[config.mk]
export PLATFORM = sky130hd
export DESIGN_NAME = sum_engine
export DESIGN_NICKNAME = d
export VERILOG_FILES = /design/src/rtl/sum_engine.sv
export SDC_FILE = /design/constraint.sdc
export NUM_CORES = 1
export LEC_CHECK = 0
export ABC_AREA = 1
export BUFFER_PORTS_ARGS = -buffer_cell sky130_fd_sc_hd__buf_2
export CAP_MARGIN = 20
export CORE_MARGIN = 2
export CORE_UTILIZATION = 55
export DETAILED_ROUTE_END_ITERATION = 8
export GPL_TIMING_DRIVEN = 0
export PLACE_DENSITY_LB_ADDON = 0.15
export SLEW_MARGIN = 20
export SYNTH_ARGS = -nofsm -noshare
export SYNTH_HDL_FRONTEND = slang
export SYNTH_SLANG_ARGS = --single-unit
[constraint.sdc]
create_clock -name clock -period 2.82 [get_ports clock]
set_clock_uncertainty 0.2 [all_clocks]
set_input_delay 0.282 -clock clock [delete_from_list [all_inputs] [get_ports clock]]
set_output_delay 0.282 -clock clock [all_outputs]
set_load 0.005 [all_outputs]
[src/rtl/sum_engine.sv]
// Sequential word summer: reads NUM_WORDS memory words, one per cycle, and
// accumulates them. It reports the running sum and the cycles elapsed.
//
// state | meaning
// ------+-----------------------------------------------------------
// IDLE  | after reset, waiting for start
// RUN   | issuing reads at addresses 0..NUM_WORDS-1, one per cycle
// DRAIN | no read issued; waiting for the last read data to be added
// DONE  | final sum/cycle held; start restarts the run
module sum_engine #(
   parameter int ADDR_W    = 8,
   parameter int DATA_W    = 16,
   parameter int NUM_WORDS = 256,
   parameter int SUM_W     = 32
) (
   input  logic              clock,
   input  logic              reset,
   input  logic              start,
   output logic              rd_en,
   output logic [ADDR_W-1:0] rd_addr,
   input  logic [DATA_W-1:0] rd_data,
   output logic [SUM_W-1:0]  sum,
   output logic [SUM_W-1:0]  cycle,
   output logic              busy,
   output logic              done
);

   typedef enum logic [1:0] {IDLE, RUN, DRAIN, DONE} state_t;

   localparam logic [ADDR_W-1:0] LAST_ADDR = ADDR_W'(NUM_WORDS - 1);

   state_t state, state_nxt;
   logic   rd_vld;
   logic   accept;
   logic   last;

   assign last  = (rd_addr == LAST_ADDR);
   assign rd_en = (state == RUN);
   assign busy  = (state == RUN) || (state == DRAIN);
   assign done  = (state == DONE);

   always_ff @(posedge clock or posedge reset) begin
      if (reset) state <= IDLE;
      else       state <= state_nxt;
   end

   always_comb begin
      state_nxt = state;
      accept    = 1'b0;
      case (state)
         IDLE, DONE: begin
            if (start) begin
               accept    = 1'b1;
               state_nxt = RUN;
            end
         end
         RUN:     if (last) state_nxt = DRAIN;
         DRAIN:   state_nxt = DONE;
         default: state_nxt = IDLE;
      endcase
   end

   // rd_addr stops at the last address instead of wrapping, so it holds
   // NUM_WORDS-1 through DRAIN and DONE.
   always_ff @(posedge clock or posedge reset) begin
      if (reset) begin
         rd_addr <= '0;
         rd_vld  <= 1'b0;
         sum     <= '0;
         cycle   <= '0;
      end else begin
         rd_vld <= rd_en;
         if (accept) begin
            rd_addr <= '0;
            sum     <= '0;
            cycle   <= '0;
         end else begin
            if (rd_en && !last) rd_addr <= rd_addr + ADDR_W'(1);
            if (busy)           cycle   <= cycle + SUM_W'(1);
            if (rd_vld)         sum     <= sum + SUM_W'(rd_data);
         end
      end
   end

endmodule

==> flow_metrics.py, run 1 <==
metrics = {
    "global_route": {
        "grt_pass1_vias": 4747,
        "grt_max_degree": 46,
        "track_usage": 0.278,
        "grt_pass1_wl_um": 22500,
        "overflow": 0,
        "antenna_found_initial": 0,
    },
    "layout": {
        "drive_gt1_frac": 0.153,
        "stdcell_area_mm2": 0.00605,
        "stdcell_count": 1001,
        "n_antenna_cell": 0,
        "layout.nets": 926,
        "utilization": 0.658,
        "syn_to_final_growth_pct": 16.9,
    },
    "setup_path": {
        "path_max_fanout": 3,
        "crit_slowest_cell": "fa_1",
        "rrSetupSlack_ns": 0.49,
        "ff2ff_path_depth": 12,
        "crit_start": "sum[0]$_DFFE_PP0P_",
        "path_cells": "ha_1 -> inv_1 -> fa_1 -> o21ai_0 -> nand3_1 -> nand2_1 -> nand2_1 -> nand2_1 -> nand3_1 -> nand2_1 -> nand2_1 -> nor2_1",
        "cpLargestDelayFamily": "simple AND/OR/NAND/NOR gates",
        "path_class": "reg -> reg",
        "cp_data_required_time_ns": 2.91,
        "rr_endpoint": "sum[24]$_DFFE_PP0P_",
        "start_kind": "flop",
        "worstSetupEndpoint": "sum[24]$_DFFE_PP0P_",
        "arrival_ns": 2.42,
        "reg2reg_from": "sum[0]$_DFFE_PP0P_",
        "path_buf_inv": 1,
        "slowest_delay_ns": 0.42,
        "end_kind": "flop",
        "crit_top_cell": "nand2_1",
        "cp.depth": 12,
    },
    "drt": {
        "vias": 5403,
        "drtIter0Drc": 233,
        "via_per_inst": 5.40,
        "ant_nets": 0,
        "drtPass1Iterations": 5,
        "drc_errors": 0,
        "wirelength_um": 13800,
        "routedWlPerCell_um": 13.8,
    },
    "synth": {
        "yosys_warnings": 0,
        "synth_top_area_cell": "dfrtp_1",
        "synth_mux_area_frac": 0.00193,
        "synth-seq-cells": 75,
        "synth-main-ff-cell": "dfrtp_1",
        "synth_area_leaders": "dfrtp_1, nand2_1, inv_1",
        "ys_types": 39,
        "yosysSeqAreaShare": 0.362,
        "synthTopCellsByCount": "nand2_1, inv_1, nor2_1",
        "yosysMostFrequentCell": "nand2_1",
        "synth_cells": 779,
        "synth-xor-area-share": 0.00507,
        "synth-compound-area-share": 0.0933,
        "yosys.area.top_type_share": 0.362,
        "synth_area_mm2": 0.00518,
        "ys_async_sr_fraction": 1.00,
        "synth_edf_count": 0,
        "synth.avg_cell_area_um2": 6.65,
        "syn-num-nets": 820,
        "synth_top_family_by_area": "simple AND/OR/NAND/NOR gates",
        "synth-simple-area-share": 0.388,
        "synth_fa_ha_area_frac": 0.0546,
    },
    "sta": {
        "setup_slack_ns": 0.492,
        "period_minus_slack_ns": 2.33,
        "slew_headroom": 0.555,
        "drv_slew": 0,
        "finalHoldViolations": 0,
        "rsz0062_at_grt": "no",
        "max_slew.worst_pin.slew_ns": 0.667,
        "setup_viol": 0,
        "setup_tns_ns": 0,
        "fmax_mhz": 430,
        "post-route-period-util": 0.826,
    },
    "job": {
        "drv_cap": 0,
    },
    "die": {
        "start_util": 0.563,
        "core-area_mm2": 0.00920,
        "rows": 35,
        "die-area_mm2": 0.0102,
        "die_w_um": 101,
        "die_h_um": 101,
        "ioPinCount": 94,
    },
    "cts": {
        "clock_sinks": 75,
        "cts.path.max_buffers": 2,
        "cts_max_level": 3,
        "insertion_delay_ns": 0.36,
        "clk_pin_slew_worst_paths_ns": 0.10,
        "cts_setup_buffers": 0,
        "cts.repair.resized": 0,
        "ctsRootBufferMaster": "clkbuf_8",
        "cts_hold_buffers": 1,
        "cts_buffers": 9,
        "tritoncts": "built",
    },
    "place": {
        "dp_slack_ns": 0.578,
        "place_inst": 984,
        "hpwl_um": 10500,
        "place_congestion": 0.925,
        "io_buffers": 93,
        "dpl_cell_area_mm2": 0.00581,
    },
    "status": {
        "status": "finished, final reports clean",
    },
    "power_and_ir_drop": {
        "p_per_area_mw_per_mm2": 726,
        "power_leakage_nw": 3.32,
        "peakVddDrop_v": 0.000385,
    },
    "min_path": {
        "hold_class": "in -> reg",
    },
}
[sequential cells by signal, summed over array words and instances, names as in the netlist]
signal   cells
cycle       32
sum         32
rd_addr      8
state        2
rd_vld       1
[final cells by class]
class / instances / area, um^2
buffer: 12 / 53.8
clock buffer: 9 / 124
clock inverter: 7 / 105
fill: 849 / 3150
inverter: 115 / 437
multi-input combinational: 577 / 2810
sequential: 75 / 1880
tap: 111 / 139
timing repair buffer: 95 / 503
[how the worst min path moves through the flow]
stage	cells past startpoint	end	slack, ns	start
after floorplan	3	cycle[1]$_DFFE_PP0P_	0.25	start
after global placement	1	cycle[28]$_DFFE_PP0P_	0.28	cycle[28]$_DFFE_PP0P_
after detailed placement	2	rd_addr[1]$_DFFE_PP0P_	0.12	reset
after CTS	4	cycle[1]$_DFFE_PP0P_	0.02	start
after global routing	4	sum[0]$_DFFE_PP0P_	0.04	rd_data[0]
final	4	cycle[1]$_DFFE_PP0P_	0.03	start
[cells by family (layout without fill, tap and decap cells)]
logic type	Yosys count	count (layout)
AO/OA/AOI/OAI	91	91
XOR/XNOR	3	3
adder cells (fa/ha/maj)	22	22
buffers and inverters	127	238
flip-flops	75	75
multiplexers	1	1
AND/OR/NAND/NOR	460	460
[worst min-delay path, delay by kind of cell]
kind,cells,cell delay [ns]
buf+inv,1,0.11
simple gates,3,0.16
[power by group]
group / internal (W) / total [W] / switching [W] / leakage [nW]
clock: 0.000515 / 0.000996 / 0.000481 / 0.113
sequential: 0.00124 / 0.00140 / 0.000166 / 1.02
combinational: 0.000635 / 0.00200 / 0.00136 / 2.18
[cells in the final DEF, fill, tap and decap left out, drive strengths merged, types with 2 or more instances in the layout]
cell type	synthesis	layout
nand2	244	244
nand4	17	17
inv	114	118
nand3b	4	4
dfrtp	75	75
o21ai	50	50
a21oi	33	33
nand3	81	81
clkbuf	5	14
nor4	2	2
nor2	97	97
ha	21	21
nor3	15	15
o31ai	2	2
buf	7	101
xor2	2	2
bufinv	0	2
[routing by layer]
metal,vias up,track usage,wire length (um)
met5,-,0,0
met4,0,0.0863,200
met2,205,0.416,6010
met3,23,0.0374,956
met1,2468,0.419,6630
li1,2707,-,-
[metrics by stage]
stage | power, W | hold WS, ns
floorplan | 0.00274 | 0.252
global placement | 0.00333 | 0.280
detailed placement | 0.00339 | 0.116
CTS | 0.00439 | 0.0196
global route | 0.00475 | 0.0439
finish | 0.00439 | 0.0270
Note: power is estimated with default switching activity, not from simulation.
==> run 2: changes to the inputs <==
--- a/config.mk
+++ b/config.mk
@@ -5,11 +5,11 @@
 export SDC_FILE = /design/constraint.sdc
 export NUM_CORES = 1
 export LEC_CHECK = 0
-export ABC_AREA = 1
+export ABC_AREA = 0
 export BUFFER_PORTS_ARGS = -buffer_cell sky130_fd_sc_hd__buf_2
 export CAP_MARGIN = 20
 export CORE_MARGIN = 2
-export CORE_UTILIZATION = 55
+export CORE_UTILIZATION = 50
 export DETAILED_ROUTE_END_ITERATION = 8
 export GPL_TIMING_DRIVEN = 0
 export PLACE_DENSITY_LB_ADDON = 0.15
==> constraint.sdc (replaced) <==
create_clock -name clock -period 2.1 [get_ports clock]
set_clock_uncertainty 0.2 [all_clocks]
set_input_delay 0.21 -clock clock [delete_from_list [all_inputs] [get_ports clock]]
set_output_delay 0.21 -clock clock [all_outputs]
set_load 0.005 [all_outputs]
==> run 2 against run 1 <==
The flow now finishes with violations (setup timing); count of clock-buffer cells in the layout grew 1; final cell count decreased by 23%; core utilization up 5.0 points; global-route usage is 1.7 points lower; first-iteration DRC count grew 26%; sequential power rose by 36%; critical endpoint unchanged; highest routed layer unchanged.
==> flow_metrics.py, run 2 <==
metrics = {
    "status": {
        "status": "finished with violations",
        "violations": "setup timing",
    },
    "layout": {
        "layout.nets": 695,
        "fillers": 689,
        "drive_gt1_frac": 0.361,
        "top_regs": "cycle x32, sum x32, rd_addr x8",
        "syn_to_final_growth_pct": 36.6,
        "layout_common_cells": "buf_2, dfrtp_1, nand2_1",
        "n_antenna_cell": 0,
        "stdcell_count": 767,
        "final_common_cell": "buf_2",
    },
    "sta": {
        "finalHoldViolations": 0,
        "setup_viol": 21,
        "rsz0062_at_grt": "yes",
        "period_minus_slack_ns": 2.38,
        "slew_headroom": 0.609,
        "post-route-period-util": 1.13,
        "drv_slew": 0,
        "holdWs_ns": 0.0365,
        "max_slew.worst_pin.slew_ns": 0.586,
        "setup_slack_ns": -0.279,
        "fmax_mhz": 420,
        "setup_tns_ns": -3.08,
    },
    "die": {
        "die-area_mm2": 0.00986,
        "rows": 34,
        "ioPinCount": 94,
        "die_w_um": 99.3,
        "start_util": 0.518,
        "die_h_um": 99.3,
        "core-area_mm2": 0.00876,
    },
    "power_and_ir_drop": {
        "power.share.sequential": 0.280,
        "p_sw_w": 0.00275,
        "p_per_area_mw_per_mm2": 1100,
        "power_leakage_nw": 2.96,
        "peakVddDrop_v": 0.000907,
        "p_sw_frac": 0.402,
        "combPwrFrac": 0.516,
        "clock_power_share": 0.203,
        "power.internal_w": 0.00408,
    },
    "synth": {
        "synth-main-ff-cell": "dfrtp_1",
        "synth_area_leaders": "dfrtp_1, ha_1, nand2_1",
        "synth.avg_cell_area_um2": 9.03,
        "yosys.area.top_type_share": 0.413,
        "synth_cells": 503,
        "synth_edf_count": 0,
        "synth_top_area_cell": "dfrtp_1",
        "synthTopCellsByCount": "dfrtp_1, nand2_1, nor2_1",
        "synth-seq-cells": 75,
        "synth_area_mm2": 0.00454,
        "syn-num-nets": 544,
        "yosys_warnings": 0,
        "yosysMostFrequentCell": "dfrtp_1",
        "ys_async_sr_fraction": 1.00,
        "ys_types": 55,
        "yosysSeqAreaShare": 0.413,
    },
    "global_route": {
        "antenna_found_initial": 0,
        "grt_max_degree": 30,
        "overflow": 0,
        "grt_pass1_vias": 4212,
        "grt_pass1_wl_um": 20800,
        "track_usage": 0.261,
    },
    "cts": {
        "clock_sinks": 75,
        "cts.path.max_buffers": 2,
        "insertion_delay_ns": 0.36,
        "tritoncts": "built",
        "cts_buffers": 9,
        "cts_max_level": 3,
        "clk_pin_slew_worst_paths_ns": 0.08,
        "ctsRootBufferMaster": "clkbuf_8",
    },
    "drt": {
        "ant_nets": 0,
        "via_per_inst": 5.89,
        "vias": 4516,
        "drtIter0Drc": 293,
        "routedWlPerCell_um": 16.7,
        "wirelength_um": 12800,
        "drtPass1Iterations": 5,
        "drc_errors": 0,
    },
    "setup_path": {
        "crit_start": "sum[15]$_DFFE_PP0P_",
        "slowest_delay_ns": 0.43,
        "arrival_ns": 2.47,
        "cpLargestDelayFamily": "simple AND/OR/NAND/NOR gates",
        "path_buf_inv": 0,
        "cp_data_required_time_ns": 2.19,
        "end_kind": "flop",
        "crit_slowest_cell": "or4_4",
        "path_class": "reg -> reg",
        "path_cells": "ha_2 -> and4_4 -> and4_1 -> o211ai_2 -> a21o_1 -> or4_4 -> o21ai_2",
        "path_max_fanout": 8,
        "start_kind": "flop",
        "reg2reg_from": "sum[15]$_DFFE_PP0P_",
    },
    "min_path": {
        "min_from": "rd_data[0]",
        "hold_class": "in -> reg",
    },
    "job": {
        "drv_cap": 0,
    },
    "place": {
        "hpwl_um": 8860,
        "io_buffers": 93,
        "place_congestion": 0.890,
        "place_inst": 706,
    },
}
[run 2: cell count changes after synthesis, moves of 13 or more]
cell,delta
nor2_1,-46
nand3_1,-48
and3_1,+13
inv_1,-101
nand2_1,-175
o211ai_1,+14
mux2i_1,+21
[run 2: cell families after synthesis]
logic type	share of synthesized area
buf+inv	0.0278
fa+ha+maj	0.0623
mux	0.0485
simple gates	0.245
compound gates	0.172
flops	0.413
xor+xnor	0.0309
[run 2: power by group through the flow]
stage | Combinational, W | Sequential (W) | Clock, W
final | 0.00353 | 0.00191 | 0.00139
after global routing | 0.00386 | 0.00194 | 0.00146
after CTS | 0.00326 | 0.00191 | 0.00139
after detailed placement | 0.00266 | 0.00194 | 0
after global placement | 0.00257 | 0.00193 | 0
after floorplan | 0.00184 | 0.00192 | 0
[run 2: worst reg2reg max path: stages (launching register included)]
cell,delay (ns)
dfrtp_1,0.41
ha_2,0.42
and4_4,0.25
and4_1,0.20
o211ai_2,0.12
a21o_1,0.23
or4_4,0.43
o21ai_2,0.06
[run 2: stage by stage]
stage	power [W]	setup slack (ns)	cell area (um^2)	utilization
floorplan	0.00376	-0.191	4680	-
global placement	0.00450	-0.616	5280	0.603
detailed placement	0.00460	-0.689	5330	0.608
CTS	0.00656	-0.240	6010	0.686
global route	0.00725	-0.380	6200	0.708
finish	0.00683	-0.279	6200	0.708
[run 2: path summary, 6_finish.rpt]
path	to	slack, ns	cells after the start
worst min-delay path	sum[0]$_DFFE_PP0P_	0.04	4
worst max-delay path	sum[24]$_DFFE_PP0P_	-0.28	7
max in group asynchronous	cycle[13]$_DFFE_PP0P_	0.69	5
min in group asynchronous	cycle[4]$_DFFE_PP0P_	0.26	3
worst max register to register	sum[24]$_DFFE_PP0P_	-0.28	7
worst min register to register	cycle[31]$_DFFE_PP0P_	0.29	1
[run 2: layout make-up]
class,instances,area (um^2),share of cell area
sequential,75,1880,0.303
timing repair buffer,141,871,0.140
clock buffer,10,128,0.0206
multi-input combinational,401,2910,0.469
inverter,13,60.1,0.00968
tap,108,135,0.0218
buffer,13,110,0.0178
clock inverter,6,113,0.0182
[run 2: repair_timing]
action                                 4_1_cts  5_1_grt
endpoints found under the hold margin       25        0
setup endpoints to repair                   66       66
gates cloned                                 0        0
buffers inserted                            27       17
hold buffers                                 2        0
pin swaps                                   24       17
resized for setup                           63       24
[run 2: layer usage]
metal | wire [um] | track usage
met5 | 0 | 0
met1 | 5750 | 0.355
met4 | 248 | 0.0854
met2 | 6170 | 0.430
met3 | 651 | 0.0429
